## src/rtl/hwpe_ctrl_ucode_loader.sv

```systemverilog
// Microcode loader: unpacks a 32-bit config word stream into code words,
// loop descriptors and ranges, and presents them as flat vectors to the
// microcode sequencer once the whole program has been received and checked.
module hwpe_ctrl_ucode_loader #(
  parameter int unsigned LENGTH    = 16,
  parameter int unsigned NB_LOOPS  = 6,
  parameter int unsigned NB_REG    = 4,
  parameter int unsigned NB_RO_REG = 28,
  parameter int unsigned CNT_WIDTH = 16,
  localparam int unsigned AW       = $clog2(NB_REG + NB_RO_REG),
  localparam int unsigned CODE_W   = 1 + 2 * AW
) (
  input  logic                          clk_i,
  input  logic                          rst_i,
  input  logic                          clear_i,
  input  logic                          start_i,
  input  logic [31:0]                   wdata_i,
  input  logic                          wvalid_i,
  output logic                          wready_o,
  output logic [LENGTH*CODE_W-1:0]      code_o,
  output logic [NB_LOOPS*8-1:0]         loop_addr_o,
  output logic [NB_LOOPS*8-1:0]         loop_nops_o,
  output logic [NB_LOOPS*CNT_WIDTH-1:0] range_o,
  output logic                          valid_o,
  output logic                          busy_o,
  output logic                          error_o
);

  localparam int unsigned CW_W = 8;
  localparam int unsigned LC_W = 4;

  if (CODE_W > 16) begin : g_code_w_chk
    $error("hwpe_ctrl_ucode_loader: CODE_W must not exceed 16");
  end

  typedef enum logic [2:0] {
    S_IDLE, S_HEADER, S_CODE, S_LOOPS, S_CHECK, S_READY, S_ERROR
  } state_e;

  state_e state_q, state_d;

  logic [CODE_W-1:0]    code_q  [LENGTH];
  logic [7:0]           addr_q  [NB_LOOPS];
  logic [7:0]           nops_q  [NB_LOOPS];
  logic [CNT_WIDTH-1:0] range_q [NB_LOOPS];

  logic [7:0]      nb_code_q;
  logic [LC_W-1:0] nb_loops_q;
  logic [CW_W-1:0] cw_q;
  logic [LC_W-1:0] lc_q;
  logic            bad_q;

  logic                 accept_c;
  logic                 hdr_ok_c;
  logic                 last_code_c;
  logic                 last_loop_c;
  logic                 loop_bad_c;
  logic [8:0]           nb_words_c;
  logic [7:0]           w_addr_c;
  logic [7:0]           w_nops_c;
  logic [CNT_WIDTH-1:0] w_range_c;

  // Stream handshake and decode of the word currently offered
  assign wready_o    = (state_q == S_HEADER) || (state_q == S_CODE) || (state_q == S_LOOPS);
  assign accept_c    = wvalid_i && wready_o && !start_i;
  assign hdr_ok_c    = (wdata_i[7:0] != 8'd0) && (wdata_i[7:0] <= 8'(LENGTH)) &&
                       (wdata_i[11:8] != 4'd0) && (wdata_i[11:8] <= 4'(NB_LOOPS));
  assign nb_words_c  = (9'(nb_code_q) + 9'd1) >> 1;
  assign last_code_c = (9'(cw_q) == (nb_words_c - 9'd1));
  assign last_loop_c = (lc_q == (nb_loops_q - 4'd1));
  assign w_addr_c    = wdata_i[7:0];
  assign w_nops_c    = wdata_i[15:8];
  assign w_range_c   = wdata_i[16 +: CNT_WIDTH];
  assign loop_bad_c  = (w_nops_c == 8'd0) || (w_range_c == '0) ||
                       ((9'(w_addr_c) + 9'(w_nops_c)) > 9'(nb_code_q));

  // Status decoded straight from the state register
  assign busy_o  = (state_q == S_HEADER) || (state_q == S_CODE) ||
                   (state_q == S_LOOPS)  || (state_q == S_CHECK);
  assign valid_o = (state_q == S_READY);
  assign error_o = (state_q == S_ERROR);

  // Flatten storage for the sequencer
  for (genvar i = 0; i < LENGTH; i++) begin : g_code_out
    assign code_o[i*CODE_W +: CODE_W] = code_q[i];
  end
  for (genvar j = 0; j < NB_LOOPS; j++) begin : g_loop_out
    assign loop_addr_o[j*8 +: 8]             = addr_q[j];
    assign loop_nops_o[j*8 +: 8]             = nops_q[j];
    assign range_o[j*CNT_WIDTH +: CNT_WIDTH] = range_q[j];
  end

  // State register
  always_ff @(posedge clk_i) begin
    if (rst_i || clear_i) begin
      state_q <= S_IDLE;
    end else begin
      state_q <= state_d;
    end
  end

  // Next-state logic; start_i restarts the load from any state
  always_comb begin
    state_d = state_q;
    if (start_i) begin
      state_d = S_HEADER;
    end else begin
      case (state_q)
        S_HEADER: if (accept_c) state_d = hdr_ok_c ? S_CODE : S_ERROR;
        S_CODE:   if (accept_c && last_code_c) state_d = S_LOOPS;
        S_LOOPS:  if (accept_c && last_loop_c) state_d = S_CHECK;
        S_CHECK:  state_d = bad_q ? S_ERROR : S_READY;
        default:  state_d = state_q;
      endcase
    end
  end

  // Counters, header fields and microcode storage
  always_ff @(posedge clk_i) begin
    if (rst_i || clear_i) begin
      nb_code_q  <= '0;
      nb_loops_q <= '0;
      cw_q       <= '0;
      lc_q       <= '0;
      bad_q      <= 1'b0;
      for (int i = 0; i < LENGTH; i++) code_q[i] <= '0;
      for (int j = 0; j < NB_LOOPS; j++) begin
        addr_q[j]  <= '0;
        nops_q[j]  <= '0;
        range_q[j] <= '0;
      end
    end else if (start_i) begin
      cw_q  <= '0;
      lc_q  <= '0;
      bad_q <= 1'b0;
    end else begin
      case (state_q)
        S_HEADER: begin
          if (accept_c) begin
            nb_code_q  <= wdata_i[7:0];
            nb_loops_q <= wdata_i[11:8];
          end
        end
        S_CODE: begin
          if (accept_c) begin
            cw_q <= cw_q + 8'd1;
            // Two entries per word; entries past nb_code are zeroed
            for (int i = 0; i < LENGTH; i++) begin
              if (9'(i) == {cw_q, 1'b0}) begin
                code_q[i] <= (9'(i) < 9'(nb_code_q)) ? wdata_i[CODE_W-1:0] : '0;
              end
              if (9'(i) == {cw_q, 1'b1}) begin
                code_q[i] <= (9'(i) < 9'(nb_code_q)) ? wdata_i[16 +: CODE_W] : '0;
              end
            end
          end
        end
        S_LOOPS: begin
          if (accept_c) begin
            lc_q <= lc_q + 4'd1;
            if (loop_bad_c) bad_q <= 1'b1;
            for (int j = 0; j < NB_LOOPS; j++) begin
              if (LC_W'(j) == lc_q) begin
                addr_q[j]  <= w_addr_c;
                nops_q[j]  <= w_nops_c;
                range_q[j] <= w_range_c;
              end
            end
          end
        end
        S_CHECK: begin
          // Scrub stale entries and turn unused loops into single-pass no-ops
          for (int i = 0; i < LENGTH; i++) begin
            if (9'(i) >= 9'(nb_code_q)) code_q[i] <= '0;
          end
          for (int j = 0; j < NB_LOOPS; j++) begin
            if (LC_W'(j) >= nb_loops_q) begin
              addr_q[j]  <= 8'd0;
              nops_q[j]  <= 8'd1;
              range_q[j] <= CNT_WIDTH'(1);
            end
          end
        end
        default: ;
      endcase
    end
  end

endmodule

```

## config.mk

```make
export PLATFORM = sky130hd
export DESIGN_NAME = hwpe_ctrl_ucode_loader
export DESIGN_NICKNAME = d
export VERILOG_FILES = /design/src/rtl/hwpe_ctrl_ucode_loader.sv
export SDC_FILE = /design/constraint.sdc
export NUM_CORES = 1
export LEC_CHECK = 0
export BUFFER_PORTS_ARGS = -buffer_cell sky130_fd_sc_hd__buf_2
export CORE_ASPECT_RATIO = 0.6
export CORE_UTILIZATION = 25
export DETAILED_ROUTE_END_ITERATION = 10
export SLEW_MARGIN = 5
export SYNTH_ARGS = -nofsm -noshare
export SYNTH_HDL_FRONTEND = slang
export SYNTH_SLANG_ARGS = --single-unit
```

## constraint.sdc

```tcl
create_clock -name clk_i -period 4.05 [get_ports clk_i]
set_input_delay 0 -clock clk_i [delete_from_list [all_inputs] [get_ports clk_i]]
set_output_delay 0 -clock clk_i [all_outputs]
set_load 0.01 [all_outputs]
```

==> flow_summary.yaml <==
detailed_routing:
  drt-initial-drc-count: 1082
  detail-route-antenna-nets: 0
  first_pass_iters: 5
  via_per_inst: 4.68
  wirelength_mm: 59.6
  vias: 12900
  drc: 0
  detail_route.wl_per_cell_um: 21.6
logic_synthesis:
  synth-edff-count: 280
  synth_compound_area_share_pct: 6.92
  netlist.top_cell.by_area: "edfxtp_1"
  synth_fa_ha_area_share_pct: 2.67
  synth_top_family_by_area: "simple AND/OR/NAND/NOR gates"
  yosysTopAreaCellShare_pct: 50.3
  yosysWarnings: 0
  ys_top_cells_by_area: "edfxtp_1, dfxtp_1, and2_1"
  ys_seq_area_share_pct: 64.2
  avgSynthCellArea_um2: 11.7
  synth-seq-cells: 396
  synth-simple-area-share_pct: 20.1
  netlist_area_um2: 16700
  syn_inst: 1422
  synth_mux_area_share_pct: 0.974
  postSynthNetCount: 1494
  synthArstFlopShare_pct: 0
  synth_xor_area_share_pct: 1.68
  synth-main-ff-cell: "edfxtp_1"
  ys_types: 66
global_routing:
  first_global_vias: 12500
  track_usage_pct: 16.9
  grt_max_degree: 123
  antenna_found_initial: 12
  grt_first_pass_wirelength_mm: 83.7
  gr-total-overflow: 0
worst_hold_path:
  hp-class: "input port to flop"
  hp-start: "wdata_i[2]"
  min_path_cells: 4
  whs_endpoint: "code_q[1][46]"
outcome:
  status: "completed"
layout:
  final_core_util_pct: 32.8
  finalNonFillerCells: 2756
  final_area_um2: 21400
  fin_nets: 1904
  final_cell_mix: "buf_2, edfxtp_1, and2_1"
  fillers: 6580
  layout-drive-gt1-share_pct: 29.0
  final_common_cell: "buf_2"
  area_growth_pct: 28.2
timing:
  timing.final.ws_setup_ns: 0.263
  finalSetupViolations: 0
  tns_ns: 0
  finClkSkew_ns: 0.0253
  worst_pin_slew_ns: 1.17
  whs_ns: 0.0619
  fmax_ghz: 0.264
  period_needed_ns: 3.79
  slew_violations: 0
  hold_violations: 0
  period_share_pct: 93.5
  slew_headroom_pct: 21.4
  rsz0062_at_grt: "no"
power_and_ir_drop:
  p_per_area_nw_per_um2: 417
  leakagePower_nw: 9.49
  ir_drop_mv: 0.255
  p_total_mw: 8.94
placed_design:
  port_buffers: 408
  gp_congestion: 0.892
  dpl_worst_slack_ns: 0.814
  dpl_cell_area_um2: 19700
  dpl.hpwl_mm: 41.6
  dpl.cell_count: 2645
setup_path:
  end_kind: "flop"
  reg2reg_depth: 8
  path_class: "flop to flop"
  arrival_ns: 4.25
  critPathMaxFanout: 20
  worstReg2RegStart: "nb_code_q[2]"
  reg2reg_slack_ns: 0.26
  critPathLaunchType: "flop"
  r2r_end: "state_q[0]"
  crit_required_ns: 4.52
clock_tree:
  worstSkewPairLatency_ns: 0.58
  root_buffer: "clkbuf_16"
  cts_max_level: 2
  cts_tree: "done"
  path_clk_slew_ns: 0.07
  cts_made_buffers: 41
  clock-sinks: 396
  max-clock-path-buffers: 3
floorplanning:
  ios: 409
  start_util_pct: 25.6
  row_count: 72
  die_x_um: 336
  core-area_um2: 65200
  die_h_um: 202
  die_area_um2: 67900
flow_run:
  drv_cap: 0
[power by group]
group,leakage [nW],internal (mW),switching [mW]
Clock,0.660,2.19,1.67
Sequential,4.05,4.44,0.0390
Combinational,4.78,0.187,0.408
Total,9.49,6.82,2.12
[synthesized netlist by cell type, types with 21 or more instances]
cell,number
edfxtp_1,280
ha_1,34
nor2_1,70
and2_1,154
xnor2_1,21
nand2_1,110
a21oi_1,84
inv_1,29
o21ai_0,25
nand3_1,81
clkbuf_1,87
dfxtp_1,116
and3_1,123
[area by class of cell]
cell class	instances	area (um2)	share of cell area, %
inverter	30	113	0.526
clock buffer	57	1180	5.53
antenna	4	10.0	0.0467
timing repair buffer	480	2660	12.4
multi-input combinational	883	5450	25.4
sequential	396	10700	50.1
tap	888	1110	5.19
clock inverter	18	161	0.753
[per-layer routing]
metal  GRT usage [%]  vias up  wire [um]
li1                -     5901          -
met1            22.5     6301      25600
met2            27.1      606      27200
met3            4.23       94       5440
met4            4.45        2       1190
met5            1.35        -        129
[sequential cells by signal (all words and copies together), names as in the netlist, 3 cells and up]
name        flops
nb_code_q       8
addr_q         48
lc_q            4
range_q        96
nops_q         48
nb_loops_q      4
cw_q            8
code_q        176
state_q         3
[worst max path at each step]
| stage | start | end | slack (ns) | depth (start not counted) |
|---|---|---|---|---|
| after floorplan | nb_code_q[4] | code_q[0][22] | 1.05 | 4 |
| after global placement | state_q[2] | nops_q[2][4] | 0.92 | 8 |
| after detailed placement | state_q[2] | nops_q[2][4] | 0.81 | 8 |
| after CTS | nb_code_q[2] | state_q[0] | 0.43 | 8 |
| after global routing | nb_code_q[2] | state_q[0] | 0.17 | 8 |
| final | nb_code_q[2] | state_q[0] | 0.26 | 8 |
[timing repair]
item                      in CTS  in global routing
gates resized for setup        0                  0
buffers inserted               0                  0
hold buffers                  32                  0
hold endpoints to repair     133                  0
[logic make-up after synthesis]
group                      count (synthesis)
buffers and inverters                    143
xor gates and xnor gates                  32
DFF                                      396
adders and majority gates                 35
muxes                                     16
and+or+nand+nor                          615
AOI/OAI and AO/OA                        185
[critical path, cell delays in order, from the launching register on]
cell	delay, ns
dfxtp_1	0.90
nand4_2	0.42
mux2_2	0.41
o21ai_2	0.25
a21oi_1	0.12
o311a_1	0.35
o2111ai_1	0.48
a31oi_1	0.15
dlygate4sd3_1	0.59
(Power assumes the default switching activity.)
